===== src/rtl/vc_sweep_gen_if.sv =====
// Parameter/flag bus from the command parser and DAC staircase outputs of vc_sweep_gen.
// The parser side uses the master modport, the sweep generator uses the slave modport.
interface vc_sweep_gen_if;
  logic        i_vcReset;
  logic [11:0] i_parVc_step;
  logic [11:0] i_parVc_repeats;
  logic [11:0] i_parVc_start;
  logic [11:0] i_parVc_steps;
  logic        i_parFlag_sweepOn;
  logic        i_parFlag_sweepUp;
  logic [11:0] o_dac_code;
  logic        o_dac_strobe;
  logic        o_sweep_start;
  logic        o_busy;

  modport master (
    output i_vcReset, i_parVc_step, i_parVc_repeats, i_parVc_start, i_parVc_steps,
    output i_parFlag_sweepOn, i_parFlag_sweepUp,
    input  o_dac_code, o_dac_strobe, o_sweep_start, o_busy
  );

  modport slave (
    input  i_vcReset, i_parVc_step, i_parVc_repeats, i_parVc_start, i_parVc_steps,
    input  i_parFlag_sweepOn, i_parFlag_sweepUp,
    output o_dac_code, o_dac_strobe, o_sweep_start, o_busy
  );
endinterface


===== src/rtl/vc_sweep_gen.sv =====
// VC sweep generator: turns the parser's start/step/steps/repeats set into a timed DAC staircase.
// Macro VC_TRIANGLE_EN selects triangle sweeps; without it every sweep restarts at start (sawtooth).
module vc_sweep_gen #(
  parameter int DWELL_CYCLES = 1000,
  parameter int DWELL_W      = 16
) (
  input logic           i_clk,
  input logic           i_rst_n,
  vc_sweep_gen_if.slave bus
);
  typedef enum logic [1:0] {
    S_IDLE    = 2'd0,
    S_LOAD    = 2'd1,
    S_DWELL   = 2'd2,
    S_ADVANCE = 2'd3
  } state_t;

  localparam logic [DWELL_W-1:0] DWELL_LAST = DWELL_W'(DWELL_CYCLES - 1);

  // Saturating code step; bit 12 of the 13-bit result flags overflow (up) or borrow (down).
  function automatic logic [11:0] step_code(input logic [11:0] code, input logic [11:0] step,
                                            input logic up);
    logic [12:0] sum;
    logic [12:0] dif;
    sum = {1'b0, code} + {1'b0, step};
    dif = {1'b0, code} - {1'b0, step};
    if (up) begin
      step_code = sum[12] ? 12'hFFF : sum[11:0];
    end else begin
      step_code = dif[12] ? 12'h000 : dif[11:0];
    end
  endfunction

  logic vcr_meta_q, vcr_sync_q, vcr_prev_q;
  logic on_meta_q, on_sync_q, up_meta_q, up_sync_q;
  logic reload;

  state_t state_q, state_d;
  logic [11:0] sh_step_q, sh_step_d, sh_repeats_q, sh_repeats_d;
  logic [11:0] sh_start_q, sh_start_d, sh_steps_q, sh_steps_d;
  logic [11:0] idx_q, idx_d, rep_q, rep_d, code_q, code_d;
  logic [DWELL_W-1:0] dwell_q, dwell_d;
  logic dir_q, dir_d, wrap_q, wrap_d;
  logic strobe_q, strobe_d, sstart_q, sstart_d, busy_q, busy_d;
  logic go_load;
  logic [11:0] load_start, rep_last, step_last;
`ifdef VC_TRIANGLE_EN
  logic tri_dir;
`endif

  // Two-flop synchronisers for the asynchronous parser controls, plus edge history for reload.
  always_ff @(posedge i_clk) begin
    if (!i_rst_n) begin
      vcr_meta_q <= 1'b0;
      vcr_sync_q <= 1'b0;
      vcr_prev_q <= 1'b0;
      on_meta_q  <= 1'b0;
      on_sync_q  <= 1'b0;
      up_meta_q  <= 1'b0;
      up_sync_q  <= 1'b0;
    end else begin
      vcr_meta_q <= bus.i_vcReset;
      vcr_sync_q <= vcr_meta_q;
      vcr_prev_q <= vcr_sync_q;
      on_meta_q  <= bus.i_parFlag_sweepOn;
      on_sync_q  <= on_meta_q;
      up_meta_q  <= bus.i_parFlag_sweepUp;
      up_sync_q  <= up_meta_q;
    end
  end

  assign reload     = vcr_sync_q & ~vcr_prev_q;
  assign load_start = reload ? bus.i_parVc_start : sh_start_q;
  assign rep_last   = (sh_repeats_q == 12'd0) ? 12'd0 : (sh_repeats_q - 12'd1);
  assign step_last  = (sh_steps_q == 12'd0) ? 12'd0 : (sh_steps_q - 12'd1);

  // Next-state and output decode; reload outranks sweepOn loss, which outranks normal sequencing.
  always_comb begin
    state_d      = state_q;
    sh_step_d    = reload ? bus.i_parVc_step : sh_step_q;
    sh_repeats_d = reload ? bus.i_parVc_repeats : sh_repeats_q;
    sh_start_d   = reload ? bus.i_parVc_start : sh_start_q;
    sh_steps_d   = reload ? bus.i_parVc_steps : sh_steps_q;
    idx_d        = idx_q;
    rep_d        = rep_q;
    dwell_d      = dwell_q;
    dir_d        = dir_q;
    wrap_d       = wrap_q;
    code_d       = code_q;
    strobe_d     = 1'b0;
    sstart_d     = 1'b0;
    busy_d       = busy_q;
    go_load      = 1'b0;
`ifdef VC_TRIANGLE_EN
    tri_dir      = dir_q;
`endif
    if (reload && (state_q != S_IDLE)) begin
      go_load = on_sync_q;
      state_d = S_IDLE;
    end else if (!on_sync_q) begin
      state_d = S_IDLE;
    end else begin
      case (state_q)
        S_IDLE: go_load = 1'b1;
        S_LOAD: begin
          state_d = S_DWELL;
          idx_d   = 12'd0;
          rep_d   = 12'd0;
          dwell_d = {DWELL_W{1'b0}};
          dir_d   = up_sync_q;
        end
        S_DWELL: begin
          if (dwell_q == DWELL_LAST) begin
            dwell_d = {DWELL_W{1'b0}};
            if (rep_q == rep_last) begin
              rep_d   = 12'd0;
              state_d = S_ADVANCE;
`ifdef VC_TRIANGLE_EN
              // The turnaround point is shared: it ends one sweep and starts the reversed one.
              wrap_d = 1'b0;
              if (idx_q == step_last) begin
                tri_dir = ~dir_q;
                idx_d   = (step_last == 12'd0) ? 12'd0 : 12'd1;
              end else begin
                tri_dir = dir_q;
                idx_d   = idx_q + 12'd1;
              end
              dir_d    = tri_dir;
              code_d   = step_code(code_q, sh_step_q, tri_dir);
              strobe_d = 1'b1;
              sstart_d = (idx_d == step_last);
`else
              if (idx_q == step_last) begin
                wrap_d = 1'b1;
              end else begin
                wrap_d   = 1'b0;
                idx_d    = idx_q + 12'd1;
                code_d   = step_code(code_q, sh_step_q, dir_q);
                strobe_d = 1'b1;
              end
`endif
            end else begin
              rep_d = rep_q + 12'd1;
            end
          end else begin
            dwell_d = dwell_q + {{(DWELL_W-1){1'b0}}, 1'b1};
          end
        end
        S_ADVANCE: begin
          if (wrap_q) begin
            go_load = 1'b1;
          end else begin
            state_d = S_DWELL;
          end
        end
        default: state_d = S_IDLE;
      endcase
    end
    // Point 0 is presented on entry so the strobe coincides with the LOAD state.
    if (go_load) begin
      state_d  = S_LOAD;
      code_d   = load_start;
      strobe_d = 1'b1;
      sstart_d = 1'b1;
      wrap_d   = 1'b0;
      busy_d   = 1'b1;
    end else begin
      busy_d = (state_d != S_IDLE);
    end
  end

  // State, shadow, counter and output registers.
  always_ff @(posedge i_clk) begin
    if (!i_rst_n) begin
      state_q      <= S_IDLE;
      sh_step_q    <= 12'd4;
      sh_repeats_q <= 12'd1024;
      sh_start_q   <= 12'd0;
      sh_steps_q   <= 12'd1024;
      idx_q        <= 12'd0;
      rep_q        <= 12'd0;
      dwell_q      <= {DWELL_W{1'b0}};
      dir_q        <= 1'b1;
      wrap_q       <= 1'b0;
      code_q       <= 12'd0;
      strobe_q     <= 1'b0;
      sstart_q     <= 1'b0;
      busy_q       <= 1'b0;
    end else begin
      state_q      <= state_d;
      sh_step_q    <= sh_step_d;
      sh_repeats_q <= sh_repeats_d;
      sh_start_q   <= sh_start_d;
      sh_steps_q   <= sh_steps_d;
      idx_q        <= idx_d;
      rep_q        <= rep_d;
      dwell_q      <= dwell_d;
      dir_q        <= dir_d;
      wrap_q       <= wrap_d;
      code_q       <= code_d;
      strobe_q     <= strobe_d;
      sstart_q     <= sstart_d;
      busy_q       <= busy_d;
    end
  end

  assign bus.o_dac_code    = code_q;
  assign bus.o_dac_strobe  = strobe_q;
  assign bus.o_sweep_start = sstart_q;
  assign bus.o_busy        = busy_q;
endmodule

===== src/flat_wrapper.sv =====
// flat-port wrapper written by rule: the top's interface ports become plain ports
module vc_sweep_gen_flat 
#(
  parameter int DWELL_CYCLES = 1000,
  parameter int DWELL_W      = 16
)
  (i_clk, i_rst_n, bus_i_vcReset, bus_i_parVc_step, bus_i_parVc_repeats, bus_i_parVc_start, bus_i_parVc_steps, bus_i_parFlag_sweepOn, bus_i_parFlag_sweepUp, bus_o_dac_code, bus_o_dac_strobe, bus_o_sweep_start, bus_o_busy);
  vc_sweep_gen_if bus_i ();
  input logic i_clk;
  input logic i_rst_n;
  input wire logic [$bits(bus_i.i_vcReset)-1:0] bus_i_vcReset;
  input wire logic [$bits(bus_i.i_parVc_step)-1:0] bus_i_parVc_step;
  input wire logic [$bits(bus_i.i_parVc_repeats)-1:0] bus_i_parVc_repeats;
  input wire logic [$bits(bus_i.i_parVc_start)-1:0] bus_i_parVc_start;
  input wire logic [$bits(bus_i.i_parVc_steps)-1:0] bus_i_parVc_steps;
  input wire logic [$bits(bus_i.i_parFlag_sweepOn)-1:0] bus_i_parFlag_sweepOn;
  input wire logic [$bits(bus_i.i_parFlag_sweepUp)-1:0] bus_i_parFlag_sweepUp;
  output wire logic [$bits(bus_i.o_dac_code)-1:0] bus_o_dac_code;
  output wire logic [$bits(bus_i.o_dac_strobe)-1:0] bus_o_dac_strobe;
  output wire logic [$bits(bus_i.o_sweep_start)-1:0] bus_o_sweep_start;
  output wire logic [$bits(bus_i.o_busy)-1:0] bus_o_busy;
  assign bus_i.i_vcReset = bus_i_vcReset;
  assign bus_i.i_parVc_step = bus_i_parVc_step;
  assign bus_i.i_parVc_repeats = bus_i_parVc_repeats;
  assign bus_i.i_parVc_start = bus_i_parVc_start;
  assign bus_i.i_parVc_steps = bus_i_parVc_steps;
  assign bus_i.i_parFlag_sweepOn = bus_i_parFlag_sweepOn;
  assign bus_i.i_parFlag_sweepUp = bus_i_parFlag_sweepUp;
  assign bus_o_dac_code = bus_i.o_dac_code;
  assign bus_o_dac_strobe = bus_i.o_dac_strobe;
  assign bus_o_sweep_start = bus_i.o_sweep_start;
  assign bus_o_busy = bus_i.o_busy;
  vc_sweep_gen #(.DWELL_CYCLES(DWELL_CYCLES), .DWELL_W(DWELL_W)) u_core (.i_clk(i_clk), .i_rst_n(i_rst_n), .bus(bus_i));
endmodule

===== config.mk =====
export PLATFORM = sky130hd
export DESIGN_NAME = vc_sweep_gen_flat
export DESIGN_NICKNAME = d
export VERILOG_FILES = /design/src/rtl/vc_sweep_gen_if.sv /design/src/rtl/vc_sweep_gen.sv /design/src/flat_wrapper.sv
export SDC_FILE = /design/constraint.sdc
export NUM_CORES = 1
export LEC_CHECK = 0
export ABC_AREA = 1
export CORE_MARGIN = 2
export CORE_UTILIZATION = 58
export CTS_CLUSTER_SIZE = 10
export DETAILED_ROUTE_END_ITERATION = 8
export GPL_TIMING_DRIVEN = 1
export PLACE_DENSITY = 0.78
export SLEW_MARGIN = 20
export SYNTH_ARGS = -nofsm -noshare
export SYNTH_HDL_FRONTEND = slang
export SYNTH_SLANG_ARGS = --single-unit

===== constraint.sdc =====
create_clock -name i_clk -period 2.6 [get_ports i_clk]
set_input_delay 0.26 -clock i_clk [delete_from_list [all_inputs] [get_ports i_clk]]
set_output_delay 0.26 -clock i_clk [all_outputs]
set_load 0.01 [all_outputs]

== Word-level counts from Yosys, hierarchy flattened ==
Index checks and enable logic that the tools add are counted.

* Multiplexer cells: 43
* Bitwise logic cells: 4
* Divide/modulo/power cells: 0
* Shift operators: 0
* Reductions and logical operators: 18
* Equal/unequal tests: 11
* Order comparisons: 0
* Add/sub/neg operators: 7
* $mul: 0

{| class="wikitable"
|+ Operators with widths
! kind !! number
|-
| $mux W12 || 18
|-
| $pmux W12 S2 || 2
|-
| $pmux W16 S2 || 1
|-
| $add A12 B1 Y12 const B || 2
|-
| $eq A12 B12 Y1 || 2
|-
| $logic_not A12 Y1 || 2
|-
| $sub A12 B1 Y12 const B || 2
|-
| $add A16 B1 Y16 const B || 1
|-
| $eq A16 B10 Y1 const B || 1
|-
| $mux W16 || 1
|-
| $mux W1 || 14
|-
| $reduce_bool A2 Y1 || 7
|-
| $add A12 B12 Y13 || 1
|-
| $sub A12 B12 Y13 || 1
|-
| $reduce_and A6 Y1 || 2
|-
| $mux W2 || 5
|-
| $ne A2 B1 Y1 const B || 4
|-
| $pmux W2 S3 || 1
|-
| $reduce_and A3 Y1 || 2
|-
| $reduce_and A5 Y1 || 1
|-
| $eq A2 B2 Y1 const B || 2
|-
| $reduce_and A4 Y1 || 1
|-
| $not A1 Y1 || 3
|-
| $eq A2 B1 Y1 const B || 1
|-
| other kinds (6) || 6
|}

* Latch bits: 0
* Memory bits (writable): 0
* Logic and storage cells: 105
* Memories: 0
* Output and inout bits: 15
* Register bits after elaboration: 114
* Memory bits (read-only): 0

== Logic depth before layout (Yosys ltp) ==
Gate-level depths: netlist (run 1).

* Depth after elaboration: 10
* Gate-level depth with buffers: 20
* Depth with buffers taken out: 19

== Worst setup path before layout (run 1) ==
OpenSTA, ideal clock, no wires.

* Kind: reg-to-reg
* Start: register u_core.sh_repeats_q[0]
* End: register u_core.code_q[5] (netlist: u_core.bus.o_dac_code[5])
* Path slack: 0.360 ns
* Path buffers: 2
* Period minus slack after synthesis: 2.240 ns
* Stages on the path, launching flop included: 20
* Arrival time: 2.115 ns
* Path through: dfxtp_1 -> inv_1 -> ha_1 -> nand2_2 -> nor2_4 -> nand2_2 -> buf_6 -> nand2_1 -> nand2_1 -> a21oi_2 -> nand2_1 -> nor2_2 -> nand2_2 -> nand2_2 -> nand3_2 -> nor2_2 -> buf_6 -> nand2_1 -> nand2_1 -> nor2_2

* Cells in the longest elaborated chain, start to end: 5
* Elaborated cells between the ends (all ways): 6

{| class="wikitable"
|+ RTL lines
! item !! RTL line !! text
|-
| start: declaration || vc_sweep_gen.sv:39 || <nowiki>logic [11:0] sh_step_q, sh_step_d, sh_repeats_q, sh_repeats_d;</nowiki>
|-
| start signal: assignment || vc_sweep_gen.sv:192 || <nowiki>sh_repeats_q <= sh_repeats_d;</nowiki>
|-
| $sub A12 B1 Y12 / $logic_not A12 Y1 (equally long branches) || vc_sweep_gen.sv:74 || <nowiki>assign rep_last = (sh_repeats_q == 12'd0) ? 12'd0 : (sh_repeats_q - 12'd1);</nowiki>
|-
| $mux W12 (*) || vc_sweep_gen.sv:74 ||
|-
| $eq A12 B12 Y1 (*) || vc_sweep_gen.sv:115 || <nowiki>if (rep_q == rep_last) begin</nowiki>
|-
| $reduce_bool A2 Y1 (no line) (*) || - ||
|-
| $reduce_and A6 Y1 (no line) (*) || - ||
|-
| end signal: assignment || vc_sweep_gen.sv:200 || <nowiki>code_q <= code_d;</nowiki>
|-
| end: declaration || vc_sweep_gen.sv:41 || <nowiki>logic [11:0] idx_q, idx_d, rep_q, rep_d, code_q, code_d;</nowiki>
|}

Every way passes the cells marked *; elsewhere a longest branch is shown, timed or not.
A chain may end at the register's enable or synchronous reset.

== Worst setup path after layout (run 1) ==
* Start: register u_core.sh_steps_q[3]
* End: register u_core.code_q[8] (netlist: u_core.bus.o_dac_code[8])

* Cells in the longest elaborated chain, start to end: 5
* Elaborated cells between the ends (all ways): 6

{| class="wikitable"
|+ RTL lines
! item !! RTL line !! text
|-
| start: declaration || vc_sweep_gen.sv:40 || <nowiki>logic [11:0] sh_start_q, sh_start_d, sh_steps_q, sh_steps_d;</nowiki>
|-
| start signal: assignment || vc_sweep_gen.sv:194 || <nowiki>sh_steps_q <= sh_steps_d;</nowiki>
|-
| $sub A12 B1 Y12 / $logic_not A12 Y1 (equally long branches) || vc_sweep_gen.sv:75 || <nowiki>assign step_last = (sh_steps_q == 12'd0) ? 12'd0 : (sh_steps_q - 12'd1);</nowiki>
|-
| $mux W12 (*) || vc_sweep_gen.sv:75 ||
|-
| $eq A12 B12 Y1 (*) || vc_sweep_gen.sv:133 || <nowiki>if (idx_q == step_last) begin</nowiki>
|-
| $ne A2 B1 Y1 (no line) (*) || - ||
|-
| $reduce_and A6 Y1 (no line) (*) || - ||
|}

Marks and branches as above.

==> results of run 1 <==
==> cells by family after synthesis <==
group / after synthesis
and+or+nand+nor: 615
DFF: 114
muxes: 13
buffers and inverters: 194
adders and majority gates: 36
AOI/OAI and AO/OA: 202
xor gates and xnor gates: 25
==> timing repair <==
action	CTS	global route
gates resized for setup	1	43
cloned	0	1
setup endpoints to repair	12	40
setup buffers	0	5
pin swaps	0	12
==> path summary, 6_finish.rpt <==
path                                           start                        to  cells past startpoint
worst min-delay path                         i_rst_n          u_core.on_meta_q                      3
worst max-delay path            u_core.sh_steps_q[3]  u_core.bus.o_dac_code[8]                     16
worst min register to register     u_core.vcr_meta_q         u_core.vcr_sync_q                      2
worst max register to register  u_core.sh_steps_q[3]  u_core.bus.o_dac_code[8]                     16
==> state kept, by name, indices dropped and copies added, names as in the netlist, 2 cells and up <==
signal and count:
u_core.sh_step_q 12, u_core.sh_start_q 12, u_core.bus.o_dac_code 12, u_core.sh_steps_q 12
u_core.sh_repeats_q 12, u_core.idx_q 12, u_core.rep_q 12, u_core.state_q 2
u_core.dwell_q 16
==> critical path: stages (launching register included) <==
cell and delay (ns):
dfxtp_1 0.35, nor2_1 0.22, nand2_1 0.12, o21ai_1 0.28, nand3_1 0.15, nand2_1 0.09, nand2_1 0.07, nor2_1 0.09
nand2_1 0.07, nor2_2 0.15, nand2_1 0.10, a21oi_2 0.23, nor2_4 0.06, buf_12 0.15, buf_4 0.13, nand2_2 0.05
a21oi_2 0.04
==> layout make-up <==
class	instances	area [um^2]
Inverter	150	563
Clock buffer	23	488
Fill cell	1094	3610
Clock inverter	8	77.6
Timing Repair Buffer	113	1050
Sequential cell	114	2280
Tap cell	176	220
Multi-Input combinational cell	892	4850
==> placed cells by master (no fill, tap or decap), types with 5 or more instances in the layout <==
cell and n:
xor2_1 24, mux2i_1 13, clkdlybuf4s50_1 66, a21oi_1 78
dfxtp_1 114, clkbuf_16 17, nand2_2 16, ha_1 27
o21ai_0 78, nor4_1 7, nand3_1 103, nor2_1 132
nand3b_1 5, nor2_2 11, nor2_4 8, a31oi_1 5
nand4_1 33, nor3_1 25, nand2_1 259, a21oi_2 13
inv_1 146, o21ai_1 7, buf_4 43
==> where the power goes <==
part           internal [uW]  total [uW]  switching [uW]
clock                   1410        2220             816
combinational            361         930             569
sequential              1790        1830            34.8
total                   3560        4980            1420
==> cells in the mapped netlist, types with 13 or more instances <==
cell      number
mux2i_1       13
nand2_1      260
inv_1        148
clkbuf_1      35
xor2_1        24
nor3_1        27
nor2_1       138
o21ai_0       84
ha_1          34
dfxtp_1      114
nand2_2       16
a21oi_1       81
nand4_1       33
nand3_1      103
==> through the flow <==
stage               cells  worst slack [ns]  cell area [um^2]
finish               1476             0.117              9530
global route         1476           -0.0389              9530
CTS                  1470            0.0203              9300
detailed placement   1439            -0.116              8730
global placement     1439           -0.0121              8730
floorplan            1199             0.360              7720
==> per-layer routing <==
metal / track usage (%) / share of wire, %
met5: 0 / 0
met1: 42.5 / 45
met3: 6.37 / 8.0
met2: 48.0 / 45
met4: 9.41 / 2.2
==> results.sh, run 1 <==
export IMPL_fmaxAchievable_ghz=0.403
export IMPL_cts_root_buf="clkbuf_16"
export IMPL_avgSynthCellArea_um2=6.44
export IMPL_synth_simple_area_share_pct=35.7
export IMPL_h_tree_depth=4
export IMPL_critPathKind="flip-flop to flip-flop"
export IMPL_finalHoldViolations=0
export IMPL_grt_pass1_vias=7290
export IMPL_muxShareOfSynthArea_pct=1.68
export IMPL_clk_insertion_delay_late_ns=0.42
export IMPL_synth_area_leaders="dfxtp_1 30%, nand2_1 13%, inv_1 7.2%"
export IMPL_drt_wl_total_um=21800
export IMPL_fin_crit_sh_pct=95.5
export IMPL_synth_compound_area_share_pct=14.3
export IMPL_crit_fanout=12
export IMPL_power_leakage_uw=0.00410
export IMPL_die_height_um=119
export IMPL_cp_end_kind="flip-flop"
export IMPL_wl_per_cell_um=14.8
export IMPL_vias=8205
export IMPL_synthFlopType="dfxtp_1"
export IMPL_core_um2=13100
export IMPL_layout_drive_gt1_share_pct=11.8
export IMPL_die_area_um2=14300
export IMPL_cts_buffer_depth=2
export IMPL_synth_xor_area_share_pct=2.83
export IMPL_synth_enable_flop_cells=0
export IMPL_avgViaCountPerCell=5.56
export IMPL_synthArstFlopShare_pct=0
export IMPL_grt_overflow_total=0
export IMPL_maxSlewHeadroom_pct=63.8
export IMPL_grt_max_degree=42
export IMPL_synth_warnings=0
export IMPL_fin_util_pct=72.6
export IMPL_hp_class="primary input to flip-flop"
export IMPL_syn_area_um2=7720
export IMPL_final_nets=1377
export IMPL_pwr_density_cell_nw_per_um2=523
export IMPL_clkSinkCount=114
export IMPL_synth_top_cell_area_share_pct=29.5
export IMPL_place_port_buffers=67
export IMPL_fin_crit_ns=2.48
export IMPL_area_delta_synth_final_pct=23.4
export IMPL_gp_congestion=0.958
export IMPL_peakVddDrop_mv=0.698
export IMPL_clock_skew_ns=0.00889
export IMPL_synth_largest_area_cell="dfxtp_1"
export IMPL_drc=0
export IMPL_antenna_found_initial=0
export IMPL_ys_seq_elements=114
export IMPL_status="completed"
export IMPL_yosysUniqueCellTypes=45
export IMPL_setup_tns_final_ns=0
export IMPL_worst_pin_slew_ns=0.538
export IMPL_grt_total_usage_pct=30.6
export IMPL_antenna_cells=0
export IMPL_drt_first_pass_iters=5
export IMPL_synth_top_family_by_area="simple AND/OR/NAND/NOR gates"
export IMPL_start_util_pct=58.8
export IMPL_ios=68
export IMPL_ff2ff_setup_slack_ns=0.12
export IMPL_grt_pass1_wl_um=35000
export IMPL_cts_buffers=17
export IMPL_ant_nets=0
export IMPL_synthCells=1199
export IMPL_clkSlewWorstSetupHoldPaths_ns=0.05
export IMPL_start_kind="flip-flop"
export IMPL_setup_viol=0
export IMPL_cts_tree="built"
export IMPL_p_total_uw=4980
export IMPL_maxCapViolCount=0
export IMPL_synth_adder_area_share_pct=6.03
export IMPL_cts_hold_fix_buffers=0
export IMPL_synth_seq_area_share_pct=29.5
export IMPL_drv_slew=0
export IMPL_dp_hpwl_um=16100
export IMPL_die_w_um=119
export IMPL_rows=42
export IMPL_synth_fp_nets=1288
export IMPL_drt_iter0_drc=781
export IMPL_holdWs_ns=0.261
export IMPL_required_ns=2.89
export IMPL_cp_arrival_ns=2.77
No activity file was read; power rests on OpenSTA's default activity.
==> inputs of run 2 (changes only) <==
--- a/config.mk
+++ b/config.mk
@@ -7,11 +7,12 @@
 export LEC_CHECK = 0
 export ABC_AREA = 1
 export CORE_MARGIN = 2
-export CORE_UTILIZATION = 58
+export CORE_UTILIZATION = 38
 export CTS_CLUSTER_SIZE = 10
 export DETAILED_ROUTE_END_ITERATION = 8
 export GPL_TIMING_DRIVEN = 1
-export PLACE_DENSITY = 0.78
+export PLACE_DENSITY = 0.54
+export SETUP_SLACK_MARGIN = 0.02
 export SLEW_MARGIN = 20
 export SYNTH_ARGS = -nofsm -noshare
 export SYNTH_HDL_FRONTEND = slang
==> results.sh, run 2 (synthesized netlist as in run 1, its figures left out) <==
export IMPL_vias=8060
export IMPL_grt_max_degree=43
export IMPL_die_area_um2=21500
export IMPL_fin_crit_ns=2.43
export IMPL_final_nets=1397
export IMPL_ant_nets=0
export IMPL_holdWs_ns=0.311
export IMPL_worst_pin_slew_ns=0.496
export IMPL_largest_reg_flops=16
export IMPL_clk_insertion_delay_late_ns=0.43
export IMPL_maxCapViolCount=0
export IMPL_min_from="i_rst_n"
export IMPL_setup_viol=0
export IMPL_setup_ws_ns=0.174
export IMPL_antenna_found_initial=0
export IMPL_grt_pass1_wl_um=38200
export IMPL_start_util_pct=38.4
export IMPL_cts_root_buf="clkbuf_16"
export IMPL_die_w_um=147
export IMPL_grt_overflow_total=0
export IMPL_fmaxAchievable_ghz=0.412
export IMPL_drc=0
export IMPL_top_register="u_core.dwell_q"
export IMPL_layout_commonest_cell="nand2_1"
export IMPL_cts_tree="built"
export IMPL_drv_slew=0
export IMPL_finalHoldViolations=0
export IMPL_drt_first_pass_iters=7
export IMPL_pwr_density_cell_nw_per_um2=524
export IMPL_worstReg2RegEnd="u_core.idx_q[4]"
export IMPL_required_ns=2.94
export IMPL_status="completed"
export IMPL_maxSlewHeadroom_pct=66.7
export IMPL_start_kind="flip-flop"
export IMPL_reg2reg_depth=19
export IMPL_fin_util_pct=48.8
export IMPL_p_total_uw=5150
export IMPL_area_delta_synth_final_pct=27.0
export IMPL_peakVddDrop_mv=0.404
export IMPL_min_to="u_core.sh_repeats_q[10]"
export IMPL_cp_end_kind="flip-flop"
export IMPL_drt_wl_total_um=23500
export IMPL_final_cell_mix="256 x nand2_1, 146 x inv_1, 129 x nor2_1"
export IMPL_fin_crit_sh_pct=93.3
export IMPL_hp_class="primary input to flip-flop"
export IMPL_grt_pass1_vias=7574
export IMPL_core_um2=20100
export IMPL_grt_total_usage_pct=22.1
export IMPL_power_leakage_uw=0.00425
export IMPL_rows=52
export IMPL_place_ws_ns=-0.112
export IMPL_crit_fanout=5
export IMPL_ios=68
export IMPL_place_port_buffers=67
export IMPL_rsz0062_at_grt="true"
export IMPL_gp_congestion=0.930
export IMPL_die_height_um=147
export IMPL_avgViaCountPerCell=5.07
export IMPL_ff2ff_setup_slack_ns=0.17
export IMPL_cts_buffers=17
export IMPL_critPathKind="flip-flop to flip-flop"
export IMPL_clkSlewWorstSetupHoldPaths_ns=0.06
export IMPL_drt_iter0_drc=518
export IMPL_wl_per_cell_um=14.8
export IMPL_cts_hold_fix_buffers=0
export IMPL_cts_buffer_depth=2
export IMPL_layout_drive_gt1_share_pct=13.9
export IMPL_h_tree_depth=4
export IMPL_clock_skew_ns=0.0131
export IMPL_r2r_start="u_core.sh_repeats_q[1]"
export IMPL_cp_arrival_ns=2.77
export IMPL_clkSinkCount=114
export IMPL_holdPathStages=3
export IMPL_antenna_cells=0
export IMPL_dp_hpwl_um=17800
[run 2: per-stage QoR]
step / setup TNS (ns) / cell area (um^2) / cells
6_report: 0 / 9810 / 1591
2_1_floorplan: 0 / 7720 / 1199
3_3_place_gp: -0.312 / 8970 / 1550
4_1_cts: 0 / 9570 / 1582
5_1_grt: -0.00268 / 9810 / 1591
3_5_place_dp: -0.530 / 8970 / 1550
[run 2: worst max-delay path by stage]
stage | cells after the start | slack, ns | start | endpoint
3_5_place_dp | 18 | -0.11 | u_core.sh_repeats_q[1] | u_core.bus.o_dac_code[5]
4_1_cts | 18 | 0.02 | u_core.sh_repeats_q[1] | u_core.idx_q[4]
6_report | 19 | 0.17 | u_core.sh_repeats_q[1] | u_core.idx_q[4]
5_1_grt | 15 | -0.003 | u_core.sh_step_q[9] | u_core.bus.o_dac_code[11]
2_1_floorplan | 19 | 0.36 | u_core.sh_repeats_q[0] | u_core.bus.o_dac_code[5]
3_3_place_gp | 18 | -0.07 | u_core.sh_repeats_q[1] | u_core.bus.o_dac_code[6]
[run 2: repair_timing]
item,CTS,global route
pin swaps,0,9
buffers inserted,0,3
cloned,0,6
gates resized for setup,1,51
hold endpoints to repair,0,0
endpoints found under the setup margin,12,42
[run 2: metal layers]
| metal | GRT usage (%) | part of all wire [%] |
|---|---|---|
| met1 | 30.6 | 49 |
| met2 | 34.5 | 44 |
| met3 | 4.41 | 4.6 |
| met4 | 7.28 | 2.2 |
| met5 | 0 | 0 |
[run 2: critical path, cell delays in order (launching register included)]
cell,delay [ns]
dfxtp_1,0.34
inv_1,0.06
ha_1,0.20
buf_4,0.16
nand3_1,0.09
nand2_1,0.06
inv_1,0.09
nand2_1,0.06
nand2_1,0.05
nand2_1,0.08
nor2_1,0.11
nand2_1,0.07
nor2_2,0.11
nand2_2,0.07
buf_4,0.14
nand2_2,0.12
nand2_4,0.11
nor2_8,0.17
nand3_1,0.09
a21oi_1,0.16
[run 2: final cells by class]
| cell class | count | area (um^2) |
|---|---|---|
| flip-flops and latches | 114 | 2290 |
| repair buffers | 129 | 1160 |
| clock buffers | 20 | 457 |
| multi-input cells | 896 | 4870 |
| fillers | 2115 | 10300 |
| clock inverters | 12 | 133 |
| well taps | 270 | 338 |
| inverters | 150 | 563 |
[run 2: power by group]
group	internal, uW	switching, uW
Clock	1460	896
Sequential	1790	32.5
Combinational	385	577
==> inputs of run 3 (changes only) <==
--- a/config.mk
+++ b/config.mk
@@ -6,6 +6,7 @@
 export NUM_CORES = 1
 export LEC_CHECK = 0
 export ABC_AREA = 1
+export CAP_MARGIN = 20
 export CORE_MARGIN = 2
 export CORE_UTILIZATION = 38
 export CTS_CLUSTER_SIZE = 10
==> results of run 3 <==
No change in the layout: final DEF, timing and power equal those of run 2.
